File: src/rtl/muldiv_pkg.sv
// Shared definitions for the execute-stage multiply/divide unit:
// operation encodings on exe_op and the controller state encoding.
package muldiv_pkg;

    // exe_op encodings; codes 6 and 7 are reserved and behave as no-ops.
    localparam logic [2:0] OP_MULT  = 3'd0;
    localparam logic [2:0] OP_MULTU = 3'd1;
    localparam logic [2:0] OP_DIV   = 3'd2;
    localparam logic [2:0] OP_DIVU  = 3'd3;
    localparam logic [2:0] OP_MTHI  = 3'd4;
    localparam logic [2:0] OP_MTLO  = 3'd5;

    // Controller states.
    typedef enum logic [2:0] {
        ST_IDLE = 3'd0,
        ST_MUL  = 3'd1,
        ST_DIV  = 3'd2,
        ST_FIX  = 3'd3,
        ST_DONE = 3'd4
    } state_e;

endpackage

File: src/rtl/muldiv_core.sv
// Iterative unsigned datapath: radix-2 shift-add multiply and restoring
// division, one bit per step. Operands arrive as magnitudes; sign handling
// lives in the parent. After W steps {o_hi,o_lo} holds the product, or
// o_hi the remainder and o_lo the quotient.
module muldiv_core
    import muldiv_pkg::*;
#(
    parameter int W     = 32,
    parameter int CNT_W = $clog2(W) + 1
) (
    input  logic         clk,
    input  logic         rst,
    input  logic         i_load,
    input  logic [W-1:0] i_a,
    input  logic [W-1:0] i_b,
    input  logic         i_mul_step,
    input  logic         i_div_step,
    output logic [W-1:0] o_hi,
    output logic [W-1:0] o_lo,
    output logic         o_last
);

    logic [W-1:0]     r_hi;
    logic [W-1:0]     r_lo;
    logic [W-1:0]     r_b;
    logic [CNT_W-1:0] r_cnt;

    logic [W:0]       w_mul_sum;
    logic [W:0]       w_div_shift;
    logic             w_div_ge;
    logic [W-1:0]     w_div_sub;
    logic [W-1:0]     w_div_rem;

    // Multiply step: add the multiplicand when the current multiplier bit is set.
    always_comb begin
        if (r_lo[0]) begin
            w_mul_sum = {1'b0, r_hi} + {1'b0, r_b};
        end else begin
            w_mul_sum = {1'b0, r_hi};
        end
    end

    // Divide step: shift in the next dividend bit and trial-subtract the divisor.
    // When the trial succeeds the difference is below the divisor, so the low
    // W bits of the modular subtraction are exact.
    always_comb begin
        w_div_shift = {r_hi, r_lo[W-1]};
        w_div_ge    = (w_div_shift >= {1'b0, r_b});
        w_div_sub   = w_div_shift[W-1:0] - r_b;
        if (w_div_ge) begin
            w_div_rem = w_div_sub;
        end else begin
            w_div_rem = w_div_shift[W-1:0];
        end
    end

    // Accumulator, shift register and iteration counter.
    always_ff @(posedge clk or posedge rst) begin
        if (rst) begin
            r_hi  <= '0;
            r_lo  <= '0;
            r_b   <= '0;
            r_cnt <= '0;
        end else if (i_load) begin
            r_hi  <= '0;
            r_lo  <= i_a;
            r_b   <= i_b;
            r_cnt <= CNT_W'(W);
        end else if (i_mul_step) begin
            r_hi  <= w_mul_sum[W:1];
            r_lo  <= {w_mul_sum[0], r_lo[W-1:1]};
            r_cnt <= r_cnt - CNT_W'(1);
        end else if (i_div_step) begin
            r_hi  <= w_div_rem;
            r_lo  <= {r_lo[W-2:0], w_div_ge};
            r_cnt <= r_cnt - CNT_W'(1);
        end else begin
            r_hi  <= r_hi;
            r_lo  <= r_lo;
            r_b   <= r_b;
            r_cnt <= r_cnt;
        end
    end

    assign o_hi   = r_hi;
    assign o_lo   = r_lo;
    assign o_last = (r_cnt == CNT_W'(1));

endmodule

File: src/rtl/execute_muldiv.sv
// Execute-stage multiply/divide unit. Owns the architectural HI/LO
// registers, sequences the iterative core, applies sign correction in the
// FIX cycle and commits {HI,LO} only when an operation completes unflushed.
module execute_muldiv
    import muldiv_pkg::*;
#(
    parameter int W     = 32,
    parameter int CNT_W = $clog2(W) + 1
) (
    input  logic         clk,
    input  logic         rst,
    input  logic         exe_start,
    input  logic [2:0]   exe_op,
    input  logic [W-1:0] exe_rs_in,
    input  logic [W-1:0] exe_rt_in,
    input  logic         exe_flush,
    output logic         exe_busy,
    output logic         exe_done,
    output logic         exe_div_zero,
    output logic [W-1:0] exe_hi_out,
    output logic [W-1:0] exe_lo_out
);

    // Magnitude of a value that may be interpreted as two's complement.
    function automatic logic [W-1:0] mag(input logic [W-1:0] v, input logic is_signed);
        if (is_signed && v[W-1]) begin
            mag = -v;
        end else begin
            mag = v;
        end
    endfunction

    state_e       r_state;
    state_e       w_state_nxt;
    logic         r_busy;
    logic         r_done;
    logic         r_div_zero;
    logic [W-1:0] r_hi;
    logic [W-1:0] r_lo;
    logic         r_is_div;
    logic         r_neg_res;
    logic         r_neg_rem;

    logic         w_is_signed;
    logic         w_load;
    logic         w_mul_step;
    logic         w_div_step;
    logic         w_hi_we;
    logic         w_lo_we;
    logic [W-1:0] w_hi_d;
    logic [W-1:0] w_lo_d;
    logic         w_done_nxt;
    logic         w_dz_nxt;
    logic [W-1:0] w_core_hi;
    logic [W-1:0] w_core_lo;
    logic         w_last;
    logic [2*W-1:0] w_prod;
    logic [2*W-1:0] w_prod_fix;
    logic [W-1:0] w_quo_fix;
    logic [W-1:0] w_rem_fix;

    assign w_is_signed = (exe_op == OP_MULT) || (exe_op == OP_DIV);

    muldiv_core #(
        .W     (W),
        .CNT_W (CNT_W)
    ) u_core (
        .clk        (clk),
        .rst        (rst),
        .i_load     (w_load),
        .i_a        (mag(exe_rs_in, w_is_signed)),
        .i_b        (mag(exe_rt_in, w_is_signed)),
        .i_mul_step (w_mul_step),
        .i_div_step (w_div_step),
        .o_hi       (w_core_hi),
        .o_lo       (w_core_lo),
        .o_last     (w_last)
    );

    // Sign correction of the unsigned core result for the FIX cycle.
    always_comb begin
        w_prod = {w_core_hi, w_core_lo};
        if (r_neg_res) begin
            w_prod_fix = -w_prod;
            w_quo_fix  = -w_core_lo;
        end else begin
            w_prod_fix = w_prod;
            w_quo_fix  = w_core_lo;
        end
        if (r_neg_rem) begin
            w_rem_fix = -w_core_hi;
        end else begin
            w_rem_fix = w_core_hi;
        end
    end

    // Next-state, datapath control and HI/LO write decode.
    always_comb begin
        w_state_nxt = r_state;
        w_load      = 1'b0;
        w_mul_step  = 1'b0;
        w_div_step  = 1'b0;
        w_hi_we     = 1'b0;
        w_lo_we     = 1'b0;
        w_hi_d      = r_hi;
        w_lo_d      = r_lo;
        w_done_nxt  = 1'b0;
        w_dz_nxt    = 1'b0;
        case (r_state)
            ST_IDLE, ST_DONE: begin
                w_state_nxt = ST_IDLE;
                if (exe_flush) begin
                    w_state_nxt = ST_IDLE;
                end else if (exe_start) begin
                    case (exe_op)
                        OP_MULT, OP_MULTU: begin
                            w_load      = 1'b1;
                            w_state_nxt = ST_MUL;
                        end
                        OP_DIV, OP_DIVU: begin
                            if (exe_rt_in == '0) begin
                                w_state_nxt = ST_DONE;
                                w_done_nxt  = 1'b1;
                                w_dz_nxt    = 1'b1;
                            end else begin
                                w_load      = 1'b1;
                                w_state_nxt = ST_DIV;
                            end
                        end
                        OP_MTHI: begin
                            w_hi_we = 1'b1;
                            w_hi_d  = exe_rs_in;
                        end
                        OP_MTLO: begin
                            w_lo_we = 1'b1;
                            w_lo_d  = exe_rs_in;
                        end
                        default: begin
                            w_state_nxt = ST_IDLE;
                        end
                    endcase
                end else begin
                    w_state_nxt = ST_IDLE;
                end
            end
            ST_MUL: begin
                if (exe_flush) begin
                    w_state_nxt = ST_IDLE;
                end else begin
                    w_mul_step = 1'b1;
                    if (w_last) begin
                        w_state_nxt = ST_FIX;
                    end else begin
                        w_state_nxt = ST_MUL;
                    end
                end
            end
            ST_DIV: begin
                if (exe_flush) begin
                    w_state_nxt = ST_IDLE;
                end else begin
                    w_div_step = 1'b1;
                    if (w_last) begin
                        w_state_nxt = ST_FIX;
                    end else begin
                        w_state_nxt = ST_DIV;
                    end
                end
            end
            ST_FIX: begin
                if (exe_flush) begin
                    w_state_nxt = ST_IDLE;
                end else begin
                    w_hi_we     = 1'b1;
                    w_lo_we     = 1'b1;
                    w_done_nxt  = 1'b1;
                    w_state_nxt = ST_DONE;
                    if (r_is_div) begin
                        w_hi_d = w_rem_fix;
                        w_lo_d = w_quo_fix;
                    end else begin
                        w_hi_d = w_prod_fix[2*W-1:W];
                        w_lo_d = w_prod_fix[W-1:0];
                    end
                end
            end
            default: begin
                w_state_nxt = ST_IDLE;
            end
        endcase
    end

    // State register plus registered busy/done/div_zero status.
    always_ff @(posedge clk or posedge rst) begin
        if (rst) begin
            r_state    <= ST_IDLE;
            r_busy     <= 1'b0;
            r_done     <= 1'b0;
            r_div_zero <= 1'b0;
        end else begin
            r_state    <= w_state_nxt;
            r_busy     <= (w_state_nxt == ST_MUL) || (w_state_nxt == ST_DIV) ||
                          (w_state_nxt == ST_FIX);
            r_done     <= w_done_nxt;
            r_div_zero <= w_dz_nxt;
        end
    end

    // Operation kind and sign flags captured when an iterative op starts.
    always_ff @(posedge clk or posedge rst) begin
        if (rst) begin
            r_is_div  <= 1'b0;
            r_neg_res <= 1'b0;
            r_neg_rem <= 1'b0;
        end else if (w_load) begin
            r_is_div  <= (exe_op == OP_DIV) || (exe_op == OP_DIVU);
            r_neg_res <= w_is_signed && (exe_rs_in[W-1] ^ exe_rt_in[W-1]);
            r_neg_rem <= w_is_signed && exe_rs_in[W-1];
        end else begin
            r_is_div  <= r_is_div;
            r_neg_res <= r_neg_res;
            r_neg_rem <= r_neg_rem;
        end
    end

    // Architectural HI/LO registers; only committed values ever appear here.
    always_ff @(posedge clk or posedge rst) begin
        if (rst) begin
            r_hi <= '0;
            r_lo <= '0;
        end else begin
            if (w_hi_we) begin
                r_hi <= w_hi_d;
            end else begin
                r_hi <= r_hi;
            end
            if (w_lo_we) begin
                r_lo <= w_lo_d;
            end else begin
                r_lo <= r_lo;
            end
        end
    end

    assign exe_busy     = r_busy;
    assign exe_done     = r_done;
    assign exe_div_zero = r_div_zero;
    assign exe_hi_out   = r_hi;
    assign exe_lo_out   = r_lo;

endmodule
File: config.mk
export PLATFORM = sky130hd
export DESIGN_NAME = execute_muldiv
export DESIGN_NICKNAME = d
export VERILOG_FILES = /design/src/rtl/muldiv_pkg.sv /design/src/rtl/muldiv_core.sv /design/src/rtl/execute_muldiv.sv
export SDC_FILE = /design/constraint.sdc
export NUM_CORES = 1
export LEC_CHECK = 0
export CAP_MARGIN = 20
export CORE_MARGIN = 8
export CORE_UTILIZATION = 40
export CTS_CLUSTER_SIZE = 40
export DETAILED_ROUTE_END_ITERATION = 8
export SKIP_CTS_REPAIR_TIMING = 1
export SLEW_MARGIN = 20
export SYNTH_ARGS = -nofsm -noshare
export SYNTH_HDL_FRONTEND = slang
export SYNTH_SLANG_ARGS = --single-unit
File: constraint.sdc
create_clock -name clk -period 5.7 [get_ports clk]
set_clock_uncertainty 0.2 [all_clocks]
set_input_delay 0.57 -clock clk [delete_from_list [all_inputs] [get_ports clk]]
set_output_delay 0.57 -clock clk [all_outputs]
set_load 0.05 [all_outputs]
==> summary.md, run 1 <==
Compared with the post-synthesis result, the final layout area differs by 16.0%. The per-instance average area after synthesis is 7.70 sq um. Routed wire length per instance: 21.6 um.

The delay of the slowest cell on the worst path works out to 0.51 ns. The worst-case IR drop observed on VDD is 0.249 mV. The count of cells in the finished layout, fillers not included, comes to 2459. The total power density per cell area is 516 mW/mm^2, and the required time of the critical path is 5.85 ns. The minimum clock period came out at 4.00 ns.

The run gives 1.51 ns as the worst setup timing slack at the placement stage. STA classifies the critical path startpoint as a flop. The weighted congestion at the end of routability-driven global placement is 0.949, and the number of nets in the final layout is 2121.

The post-route netlist has 4.57% of its cells at a drive strength greater than 1. The logs give 1913 for the synthesized netlist cell count and 138 for the I/O pin count. For this design, the slowest cell found on the critical path is sky130_fd_sc_hd__a221oi_1.

The number of global-route vias before repair is 14.1k, and the final setup violation count is 0. For the final routed database, the setup TNS stands at 0 ns. The floorplan step defined a die boundary enclosing 0.0432 sq mm.

The tools report the clock root buffer master as sky130_fd_sc_hd__clkbuf_16. After detailed placement, the design holds a cell count of 2427. After legalization and detailed placement, the total HPWL measured 41000 um. The run gives 0 as the initial antenna violation count. After filler insertion, the fill cell instance count of the layout stands at 3647. The clock tree synthesis step divided the H-tree into 4 levels. The via total after detailed routing came out at 14.6k. The most frequent standard cell in the layout excluding fill and tap cells was sky130_fd_sc_hd__nand2_1. The post-detailed-route DRC marker count came out at 0. The logs give 5 for the detailed-router iteration count before antenna repair and 0 for the antenna diode count. In this run, synthesis produced a sequential element count of 175.

The region available for standard cell placement spans 0.0364 sq mm. Measured along the y axis, the die boundary spans 208 um. Class of the tightest hold or removal check: flop to flop. Counting both buffers and inverters, the worst setup path holds a total of 2. Global routing finished with a remaining overflow of 0. The TritonCTS sink count is 175. Buffers placed on the I/O ports in this run total 137. For this run, the total global-route usage over all layers was measured as 24.0%. For the pin with the worst max-slew slack, the measured transition is 1.11 ns. Dividing the detail-routed via count by the number of cells gives 5.93. Sequential cells were found to cover 29.7% of the synthesized design area. Among all flip-flop cells after synthesis, the most frequent one is sky130_fd_sc_hd__dfrtp_1. After clock tree synthesis, the clock-pin slew on the worst setup and hold paths is 0.08 ns. The number of buffers added by the clock tree synthesis step is 17, and the count of warnings emitted by yosys is 0. From left edge to right edge, the die measures 208 um. In the layout the commonest cells are sky130_fd_sc_hd__nand2_1, sky130_fd_sc_hd__o21ai_0, sky130_fd_sc_hd__dfrtp_1, sky130_fd_sc_hd__a21oi_1, sky130_fd_sc_hd__nor2_1. The antenna violation net count after detailed routing came out at 0.

The largest total area in the synthesized netlist belongs to sky130_fd_sc_hd__dfrtp_1. For this configuration, the core starts out at a cell density of 40.4%. The floorplan has 70 rows.

The first global-routing pass estimated 82600 um of wire. Counting flops with an async set or reset pin after synthesis yields a share of 100%. The final layout contains routed wiring with a total length of 53100 um. STA classifies the critical path endpoint as a flop. The number of enable flip-flop cells after synthesis came out at 0. The netlist uses 75 different library cells. The count of final max-slew check failures is 0, and the share of the synthesized area in the top cell type is 29.7%. Setup repair after global routing left no endpoint under its margin. For the total count of hold-check failures in the final report, the log shows 0.

Post-route fraction of the period consumed by the critical path: 70.2%. The cell seen most often among critical-path stages is sky130_fd_sc_hd__inv_1. TritonCTS built the clock tree.

The maximum number of pins on one net before global-route repair was 94. The tools report the number of max-capacitance violations reported as 0. After synthesis, the cell types taking the most area are sky130_fd_sc_hd__dfrtp_1, sky130_fd_sc_hd__nand2_1, sky130_fd_sc_hd__o21ai_0.

On the critical path the largest part of the delay comes from compound AO/OA/AOI/OAI gates. Static timing analysis puts the maximum clock frequency at 250 MHz. The later pin in the worst-skew pair is clocked with a latency of 0.46 ns.

The largest fanout of any net on the critical path was 7. The run finished with clean final reports. Walking the worst path, the cells encountered are inv_1, ha_1, inv_1, fa_1, a21o_1, a221oi_1, nor2_1, nor3_1, o31ai_1, a311oi_1, xnor2_1, o21ai_1, a22o_1. When the netlist entered floorplanning its net count stood at 2056. The tools report the number of buffers on the longest clock path as 2.

In this run the tightest slew margin relative to its limit is 25.9%. Setup slack closes at 1.70 ns. STA puts the critical path data arrival time at 4.15 ns. For this design the static power due to leakage is 0.00715 uW. The count of routing violations after the opening detailed-route iteration came out at 1355. Critical path start-end classification: flop to flop. After synthesis the cells add up to 0.0147 sq mm.

The final design utilization was 46.9%.
registers in the layout, indices dropped and copies added, names as in the netlist:
register and count:
u_core.o_lo 32, r_state 3, r_is_div 1, u_core.r_b 32, r_neg_res 1, exe_done 1, u_core.o_hi 32, exe_div_zero 1
exe_hi_out 32, exe_lo_out 32, r_neg_rem 1, u_core.r_cnt 6, exe_busy 1
cell usage after synthesis (all sizes together) (7+ instances only):
master	number
xor2	64
a21o	27
buf	21
nand3	53
inv	66
a221o	11
clkbuf	95
a211oi	18
a31oi	23
nor3	45
nand2	274
a21boi	7
xnor2	104
or4	13
dfrtp	175
o221ai	13
o211ai	36
a21oi	161
mux2i	18
and3	14
o21a	8
nand4	7
nor2	159
o31ai	49
o21bai	7
and2	18
nor2b	13
a221oi	7
o21ai	191
or3	24
nand2b	15
o41ai	11
ha	70
a211o	7
nor4	16
cell families (layout without fill, tap and decap cells):
logic type	after synthesis	in the layout	synth area share (%)
multiplexers	20	20	1.38
buffers and inverters	183	261	4.86
XOR/XNOR	168	168	9.99
AO/OA/AOI/OAI	622	622	26.6
adder cells (fa/ha/maj)	72	72	6.22
AND/OR/NAND/NOR	673	673	21.3
flip-flops	175	175	29.7
worst reg2reg max path, cell delays in order (launching register included):
cell,delay [ns]
sky130_fd_sc_hd__dfrtp_1,0.47
sky130_fd_sc_hd__inv_1,0.18
sky130_fd_sc_hd__ha_1,0.20
sky130_fd_sc_hd__inv_1,0.06
sky130_fd_sc_hd__fa_1,0.40
sky130_fd_sc_hd__a21o_1,0.19
sky130_fd_sc_hd__a221oi_1,0.51
sky130_fd_sc_hd__nor2_1,0.20
sky130_fd_sc_hd__nor3_1,0.46
sky130_fd_sc_hd__o31ai_1,0.20
sky130_fd_sc_hd__a311oi_1,0.35
sky130_fd_sc_hd__xnor2_1,0.16
sky130_fd_sc_hd__o21ai_1,0.10
sky130_fd_sc_hd__a22o_1,0.23
layout make-up:
cell class | count | area, sq um | share of cell area, %
multi-input combinational | 1555 | 9690 | 56.7
sequential | 175 | 4380 | 25.6
timing repair buffer | 162 | 1570 | 9.19
tap | 468 | 586 | 3.43
clock buffer | 18 | 439 | 2.57
inverter | 67 | 256 | 1.50
clock inverter | 14 | 173 | 1.01
power by group:
part	total (uW)	switching (uW)	internal [uW]
Sequential	2300	675	1630
Clock	1260	589	674
Combinational	5250	3250	1990
stage by stage:
| step | power (uW) | cell area (sq um) | hold WS (ns) |
|---|---|---|---|
| detailed placement | 7480 | 16500 | 0.269 |
| global route | 9450 | 17100 | 0.307 |
| global placement | 7480 | 16500 | 0.262 |
| finish | 8810 | 17100 | 0.278 |
| floorplan | 5880 | 14700 | 0.278 |
| CTS | 8770 | 17100 | 0.285 |
routing by layer:
layer	track usage, %	up-vias	wire, um
li1	-	7042	-
met1	31.1	6900	23400
met2	39.6	556	24800
met3	3.37	87	2980
met4	10.2	0	1910
met5	0	-	0
worst paths after layout:
check	start	endpoint	slack, ns	cells past startpoint
max	u_core.o_lo[31]	u_core.o_hi[28]	1.70	13
min	exe_lo_out[5]	exe_lo_out[5]	0.28	2
max reg2reg	u_core.o_lo[31]	u_core.o_hi[28]	1.70	13
min reg2reg	exe_lo_out[5]	exe_lo_out[5]	0.28	2
max in group asynchronous	rst	u_core.r_cnt[3]	3.86	3
min in group asynchronous	rst	exe_lo_out[25]	0.46	2
Power figures use the tool's default switching activity.
==> inputs of run 2 (changes only) <==
Clock period 5.7 ns to 3.4 ns, I/O delays scaled along.
==> run 2 against run 1 <==
Compared with the run above:
- core utilization is 4.4 points higher
- via count up 7.7%
- sequential power grew 48%
- wire length up 7.0%
- sequential cell count unchanged
- register-to-register slack lost 1.6 ns
- global-route usage increased by 1.8 points
- combinational power grew 110%
- largest cell class unchanged
==> summary.md, run 2 (synthesis gave the netlist of run 1 again) <==
The slew at the pin closest to its max-slew limit was 0.698 ns (-0.413 ns). The count of final max-slew check failures is 0 (unchanged), and the area growth from synthesis to layout is 27.0%. The fraction of layout instances using a drive strength above 1 came out at 13.8% (+9.3 points). The post-detailed-route DRC marker count is 0 (unchanged), and the number of filler instances in the final layout is 3606 (-1.1%). The sort of element at the start of the critical path is a flop. The total count of hold-check failures in the final report was 0 (unchanged); the number of max-capacitance violations reported was 0 (unchanged). The tools report the highest clock frequency the design can meet as 300 MHz (+20%). The run gives 70 (unchanged) as the placement row count. The worst setup path is of the flop to flop kind.

Total power density per cell area: 868 mW/mm^2 (+68%). Setup repair after global routing could not meet its margin everywhere. Maximum VDD drop: 0.414 mV (+66%). Least setup slack across all paths after layout: 0.0722 ns (-1.63 ns). The die footprint was 0.0432 sq mm (unchanged). The tools report the worst setup timing slack at the placement stage as -0.0941 ns (-1.60 ns). The via count normalized by instance count works out to 5.94 (+0.15%).

The minimum clock period came out at 3.33 ns (-0.675 ns). The cell sitting at the root of the clock tree is a sky130_fd_sc_hd__clkbuf_16. The startpoint identified for the worst register-to-register timing path is u_core.o_hi[6]. The number of buffers added by the clock tree synthesis step is 17 (unchanged), and the overall overflow remaining after global route is 0 (unchanged). The die boundary height is 208 um (unchanged), and the maximum level of the CTS H-tree is 4 (unchanged).

Required time of the critical path: 3.55 ns (-2.30 ns). TritonCTS built the clock tree. The data arrival time of the critical path is 3.47 ns (-0.68 ns), and the number of buffers on the longest clock path is 2 (unchanged). The post-route fraction of the period consumed by the critical path was 97.9% (+28 points); the cell leakage power was 0.00811 uW (+13%). The flow ran to the end, and the final reports show no timing, DRC or antenna violations.

The tools report the via total after detailed routing as 15.7k (+7.7%). The tools report the initial antenna violation count as 0 (unchanged). In the layout the commonest cells are sky130_fd_sc_hd__nand2_1, sky130_fd_sc_hd__buf_4, sky130_fd_sc_hd__o21ai_0, sky130_fd_sc_hd__dfrtp_1, sky130_fd_sc_hd__a21oi_1. The total global-route track usage was 25.7% (+1.8 points); the number of nets in the final layout was 2307 (+8.8%). Worst-case register-to-register setup slack: 0.07 ns (-1.63 ns). In this run the worst hold path is classified as input pin to async pin. The sum of net half-perimeters after detailed placement was 44300 um (+8.0%). For the wire length of the first global-routing pass, the log shows 88500 um (+7.1%). The number of global-route vias before repair came out at 15.4k (+8.8%). The critical path starts at u_core.o_hi[6]. The width of the die is 208 um (unchanged). The worst relative slew slack was 53.4% (+27 points); the count of buffers inserted at the top-level ports was 137 (unchanged).

The routed wire length per instance was 21.5 um (-0.55%). The antenna diode count was 0 (unchanged); the overall routed net length was 56800 um (+7.0%). The run gives 138 (unchanged) as the I/O pin count.

The most frequent standard cell in the layout excluding fill and tap cells was sky130_fd_sc_hd__nand2_1. The initial core utilization was 40.4% (unchanged). The TritonCTS sink count is 175 (unchanged). Cell area after layout: 0.0187 sq mm (+9.5%). Largest fanout of any net on the critical path: 17 (+10). The run gives 72 (-23%) as the maximum number of pins on one net before global-route repair. The antenna violation net count after detailed routing was 0 (unchanged); the final setup violation count was 0 (unchanged). The detailed-router iteration count before antenna repair was 5 (unchanged). The run gives 0.996 (+5.0%) as the weighted congestion at the end of routability-driven global placement. STA classifies the critical path endpoint as a flop. The worst-skew pair later-pin latency is 0.47 ns (about the same), and the clock transition at the registers of the reported paths is 0.08 ns (about the same). The count of routing violations after the opening detailed-route iteration was 1252 (-7.6%); the area of the core was 0.0364 sq mm (unchanged). The tools report the setup TNS as 0 ns (unchanged). The run gives 0.0179 sq mm (+8.8%) as the post-placement cell area. The total power is 16200 uW (+84%), and the final design utilization is 51.4% (+4.4 points).
run 2: stage by stage:
stage,std cells,hold WS (ns)
after floorplan,1913,0.249
after global placement,2608,0.261
after detailed placement,2608,0.267
after CTS,2640,0.127
after global routing,2645,0.164
final,2645,0.123
run 2: layout make-up:
cell class | count | area (sq um) | share of cell area [%]
well taps | 468 | 586 | 3.13
clock inverters | 15 | 170 | 0.909
multi-input cells | 1555 | 9810 | 52.4
inverters | 67 | 255 | 1.36
flip-flops and latches | 175 | 4380 | 23.4
clock buffers | 17 | 425 | 2.27
repair buffers | 348 | 3090 | 16.5
run 2: metal layers:
layer | vias to the layer above | part of all wire, % | global-route usage [%]
li1 | 7388 | - | -
met1 | 7509 | 42 | 32.8
met2 | 685 | 46 | 42.1
met3 | 129 | 6.7 | 4.31
met4 | 0 | 4.7 | 12.1
met5 | - | 0 | 0
run 2: power breakdown:
group	switching, uW	internal [uW]	total, uW
combinational	6320	4460	10800
clock	1050	992	2040
sequential	669	2740	3410
run 2: path summary, 6_finish.rpt:
path | end | cells after the start
hold reg to reg | exe_lo_out[13] | 2
min in group clk | exe_lo_out[13] | 2
max in group asynchronous | u_core.r_b[23] | 3
setup / recovery | u_core.o_hi[15] | 15
setup reg to reg | u_core.o_hi[15] | 15
hold / removal | u_core.o_lo[1] | 2
run 2: worst max-delay path, cell delays in order (launching register included):
cell                        delay, ns
sky130_fd_sc_hd__dfrtp_1         0.39
sky130_fd_sc_hd__buf_4           0.14
sky130_fd_sc_hd__ha_2            0.37
sky130_fd_sc_hd__and4_4          0.25
sky130_fd_sc_hd__nand3_1         0.11
sky130_fd_sc_hd__a21oi_2         0.16
sky130_fd_sc_hd__nor3b_1         0.07
sky130_fd_sc_hd__buf_4           0.14
sky130_fd_sc_hd__a211oi_2        0.25
sky130_fd_sc_hd__buf_4           0.17
sky130_fd_sc_hd__o21ai_4         0.07
sky130_fd_sc_hd__buf_4           0.16
sky130_fd_sc_hd__clkbuf_16       0.18
sky130_fd_sc_hd__nand2_1         0.06
sky130_fd_sc_hd__o21ai_0         0.13
sky130_fd_sc_hd__a221o_1         0.35
==> RTL edit 1 (flow settings as in run 2) <==
`W` is set to 32 in 2 places; all go to 64.
--- a/src/rtl/muldiv_core.sv
+++ b/src/rtl/muldiv_core.sv
@@ -7,3 +7,3 @@
 #(
-    parameter int W     = 32,
+    parameter int W     = 64,
     parameter int CNT_W = $clog2(W) + 1
--- a/src/rtl/execute_muldiv.sv
+++ b/src/rtl/execute_muldiv.sv
@@ -6,3 +6,3 @@
 #(
-    parameter int W     = 32,
+    parameter int W     = 64,
     parameter int CNT_W = $clog2(W) + 1
Ports: changed (resized exe_hi_out, exe_lo_out, exe_rs_in and exe_rt_in); port bits go from 138 to 266. The function was not compared with the original's and may differ.
==> RTL edit 1 against run 2 <==
  * The flow now finishes with violations (setup timing)
  * Wire length grew 140%
  * Worst setup slack lost 0.54 ns
  * Power rose to 2.8 times the old value
  * Sequential cell count grew 161
  * Worst hold slack got worse by 0.078 ns
  * Area after synthesis up 100%
  * Die area is 91% higher
  * Sequential power is 92% higher
  * Final area increased by 150%
  * Non-clock buffer count grew 982
  * Critical path type unchanged
  * Critical endpoint is now exe_hi_out[18]$_DFFE_PP0P_
==> RTL edit 1: results (changes against run 2) <==
Status:
- The flow ran to the end, but the final reports show violations.
- The final reports fail on setup timing.

Clock tree:
- The CTS buffer count came to 43 (+26).
- The maximum buffer depth of the clock tree is 3 (+1).
- The clock latency of the later-clocked register in the worst-skew pair was 0.60 ns (+0.13 ns).

Power and ir drop:
- The largest vdd supply drop is 0.571 mV (+38%).
- The clock-net power is 5080 uW (+150%).

Worst setup path:
- The family with the most delay on the worst path is simple AND/OR/NAND/NOR gates.
- In this run the critical register-to-register path is launched from u_core.o_lo[46]$_DFFE_PP0P_.
- The largest stage delay on the critical path is 0.54 ns (+0.15 ns).
- The arrival time of data at the critical path endpoint is 4.13 ns (+0.66 ns).
- The capture instance of the worst register-to-register path is exe_hi_out[18]$_DFFE_PP0P_.
- The slowest stage of the critical path belongs to the cell or4_4.

Placement:
- The placer's final routability congestion estimate was 0.991 (-0.52%).
- The half-perimeter wire length after detailed placement is 102000 um (+130%).
- The number of placed cells counting well taps came to 5853 (+120%).

Global route:
- The first-pass GRT wire length is 196000 um (+120%).
- The pin count of the biggest net entering global routing is 106 (+47%).
- The via count of the first global-routing pass is 33.3k (+120%).

STA:
- The setup slack after layout was -0.464 ns (-0.536 ns).
- The final setup TNS was -28.43 ns (-28.43 ns).
- The number of endpoints failing setup at the final stage is 120 (+120).

Finish:
- The share of post-route cells with drive strength above 1 is 0.327 (+0.189).
- The share of the final layout cell area in sequential cells is 0.184 (-0.0502).
- The non-clock inverter total of the final layout was 134 (+100%).
- The net count reported at finish is 5299 (+130%).
- The diode insertion count for antenna repair is 1 (+1).
- The buffering overhead came to 0.254 (+0.0886).

Yosys:
- The number of nets in the synthesized netlist is 4217 (+110%).
- The gate count of the mapped netlist is 3946 (+110%).
- Ranked by instance count, the synthesized netlist is headed by nand2_1, o21ai_0, a21oi_1.
- The sequential fraction of the synthesis area came to 0.285 (-0.0124).

Floorplanning:
- The core area was 73000 sq um (+100%).
## RTL edit 1: changes by cell type in the layout (fill, tap and decap cells not counted), sizes merged, moves of 60 or more
cell,run 2,this run
a21oi,161,365
buf,210,1056
clkdlybuf4s50,137,265
dfrtp,175,336
ha,70,134
inv,73,133
nand2,274,535
nor2,159,344
o21ai,191,381
xnor2,104,210
xor2,64,150
## RTL edit 1: metal layers
layer	GRT usage	part of all wire	routed length (um)
met1	0.398	0.41	56000
met2	0.490	0.46	63200
met3	0.0412	0.079	10800
met4	0.124	0.046	6290
met5	0	0	0
## RTL edit 1: logic make-up (layout without fill, tap and decap cells)
group / count (synthesis) / in the layout / synth area share
AO/OA/AOI/OAI: 1298 / 1298 / 0.271
XOR/XNOR: 360 / 360 / 0.107
adder cells (fa/ha/maj): 136 / 136 / 0.0582
buffers and inverters: 427 / 1541 / 0.0552
flip-flops: 336 / 336 / 0.285
multiplexers: 52 / 52 / 0.0180
other: 0 / 1 / 0
AND/OR/NAND/NOR: 1337 / 1337 / 0.206
==> RTL edit 2 (settings of run 2) <==
Made on the original files. Register the output `exe_hi_out` once more; this adds one clock of latency there. The other outputs are not delayed to match.
--- a/src/rtl/execute_muldiv.sv
+++ b/src/rtl/execute_muldiv.sv
@@ -247,3 +247,5 @@
     assign exe_div_zero = r_div_zero;
-    assign exe_hi_out   = r_hi;
+    always_ff @(posedge clk) begin
+        exe_hi_out <= r_hi;
+    end
     assign exe_lo_out   = r_lo;
Behaviour: not the same (a bounded check fails within 4 cycles, from zero or initial values and one cycle with rst high).
==> RTL edit 2 against run 2 <==
  * The run now ends with setup timing left
  * Final cell count grew 0.68%
  * Wire length shrank 2.6%
  * First-iteration DRC count shrank 5.4%
  * Sequential cell count grew 32
  * Worst hold slack lost 0.080 ns
  * Worst setup slack lost 0.097 ns
  * Final area grew 3.3%
  * Area after synthesis grew 3.8%
  * Power grew 11%
  * Largest power group unchanged
==> RTL edit 2: results (changes against run 2) <==
Status:
- The flow ran to the end, but the final reports show violations.
- The checks that failed: setup timing.

Yosys:
- The portion of netlist area occupied by mux cells is 0.0147 (+0.000971).
- The xor and xnor area share after synthesis came to 0.0968 (-0.00307).
- The sequential fraction of the synthesis area is 0.328 (+0.0310).
- The post-synthesis compound-gate area fraction is 0.259 (-0.00691).
- The proportion of register bits with asynchronous set or reset after synthesis is 0.845 (-0.155).
- The adder-cell share of the synthesized area came to 0.0599 (-0.00227).
- Sorting the synthesized cells by how often they occur yields nand2_1, a21oi_1, dfrtp_1.
- The number of nets in the synthesized netlist came to 2045 (-0.54%).
- The number of synthesized flops with an enable pin is 0 (unchanged).
- In the post-synthesis netlist, the biggest area contributors are dfrtp_1, a21oi_1, nand2_1, ha_1, xnor2_1.
- The gate count of the mapped netlist is 1902 (-0.58%).
- The number of different library cells in the post-synthesis netlist is 87 (+16%).

Clock tree:
- The clock-pin slew on the worst setup and hold paths came to 0.06 ns (-0.02 ns).
- The deepest level of the CTS H-tree is 1 (-3).
- The CTS buffer count was 26 (+9).
- The clock latency of the later-clocked register in the worst-skew pair is 0.55 ns (+0.08 ns).
- The maximum buffer depth of the clock tree came to 3 (+1).

Global route:
- The pin count of the biggest net entering global routing is 63 (-13%).
- The met2 usage came to 0.377 (-0.0442).
- The total routing resource utilization after global routing is 0.240 (-0.0171).
- The met3 track demand over resource came to 0.0333 (-0.00986).
- The met1 track demand over resource came to 0.332 (+0.00376).
- The first-pass GRT wire length is 85100 um (-3.8%).

Worst setup path:
- On the worst path, the slowest cell contributes a delay of 0.40 ns.
- The arrival time of data at the critical path endpoint was 3.66 ns (+0.19 ns).
- The maximum fanout encountered on the critical timing path is 3 (-14).

Routing:
- The met2 layer wire length in the routed design is 24300 um (-7.5%).
- The met3 wire length is 3870 um (+2.2%).
- The number of vias after detailed routing is 15.3k (-2.8%).
- The detailed router used layers up to and including met4.
- The mean routed wirelength per cell came to 20.8 um (-3.2%).
- The number of violations reported at the end of detailed-routing iteration 0 is 1185 (-5.4%).
- The routed metal-1 wire length is 25000 um (+3.8%).
- The number of iterations in the first detailed-routing pass came to 5 (unchanged).
- The post-detailed-route count of antenna-violating nets is 0 (unchanged).

Placement:
- The number of placed cells counting well taps is 2612 (+0.15%).
- The cell area after placement was 18300 sq um (+1.9%).
- The placer's final routability congestion estimate came to 0.953 (-4.3%).
- The half-perimeter wire length after detailed placement came to 42400 um (-4.3%).

Finish:
- The non-filler instance count after layout came to 2663 (+0.68%).
- The net count reported at finish is 2276 (-1.3%).
- The number of fill cells in the layout is 3690 (+2.3%).
- The share of post-route cells with drive strength above 1 is 0.141 (+0.00254).

Worst hold path:
- The path class of the lowest-slack min-delay path is in2async.

Power and ir drop:
- The leakage power was 0.00838 uW (+3.4%).
- The largest vdd supply drop is 0.363 mV (-12%).

STA:
- The setup slack after layout is -0.0246 ns (-0.0968 ns).
- The worst slew margin relative to its limit is 0.516 (-0.0182).
- The number of endpoints failing setup at the final stage is 1 (+1).
RTL edit 2: final cells by class:
cell class                      count  share of cell area
Clock inverter                      7             0.00349
Tap cell                          511              0.0331
Timing Repair Buffer              329               0.150
Clock buffer                       40              0.0439
Sequential cell                   207               0.260
Inverter                           68              0.0134
Multi-Input combinational cell   1501               0.496
RTL edit 2: critical path: cells and delay by family (launching register included):
kind	cells	cell delay, ns
and+or+nand+nor	1	0.07
AOI/OAI and AO/OA	7	1.86
xor gates and xnor gates	1	0.18
adders and majority gates	2	0.49
DFF	1	0.40
buffers and inverters	2	0.12
RTL edit 2: final timing paths:
kind	startpoint	endpoint	slack, ns	cells after the start
setup / recovery	u_core.o_lo[31]$_DFFE_PP0P_	u_core.o_hi[30]$_DFFE_PP0P_	-0.02	13
hold / removal	rst	exe_lo_out[11]$_DFFE_PP0P_	0.04	2
setup reg to reg	u_core.o_lo[31]$_DFFE_PP0P_	u_core.o_hi[30]$_DFFE_PP0P_	-0.02	13
hold reg to reg	r_hi[31]$_DFFE_PP0P_	exe_hi_out[31]$_DFF_P_	0.16	0
max in group asynchronous	rst	u_core.o_hi[25]$_DFFE_PP0P_	2.06	3
min in group clk	r_hi[31]$_DFFE_PP0P_	exe_hi_out[31]$_DFF_P_	0.16	0
RTL edit 2: stage by stage:
stage | TNS (ns) | util | worst slack, ns
2_1_floorplan | 0 | - | 0.0861
3_3_place_gp | -0.0882 | 0.485 | -0.0679
3_5_place_dp | -0.117 | 0.485 | -0.0532
4_1_cts | -0.266 | 0.510 | -0.122
5_1_grt | -0.202 | 0.513 | -0.165
6_report | -0.0246 | 0.513 | -0.0246
RTL edit 2: where the power goes:
group	switching (uW)	internal (uW)
logic	6360	4550
registers	867	3330
clock network	1140	1800
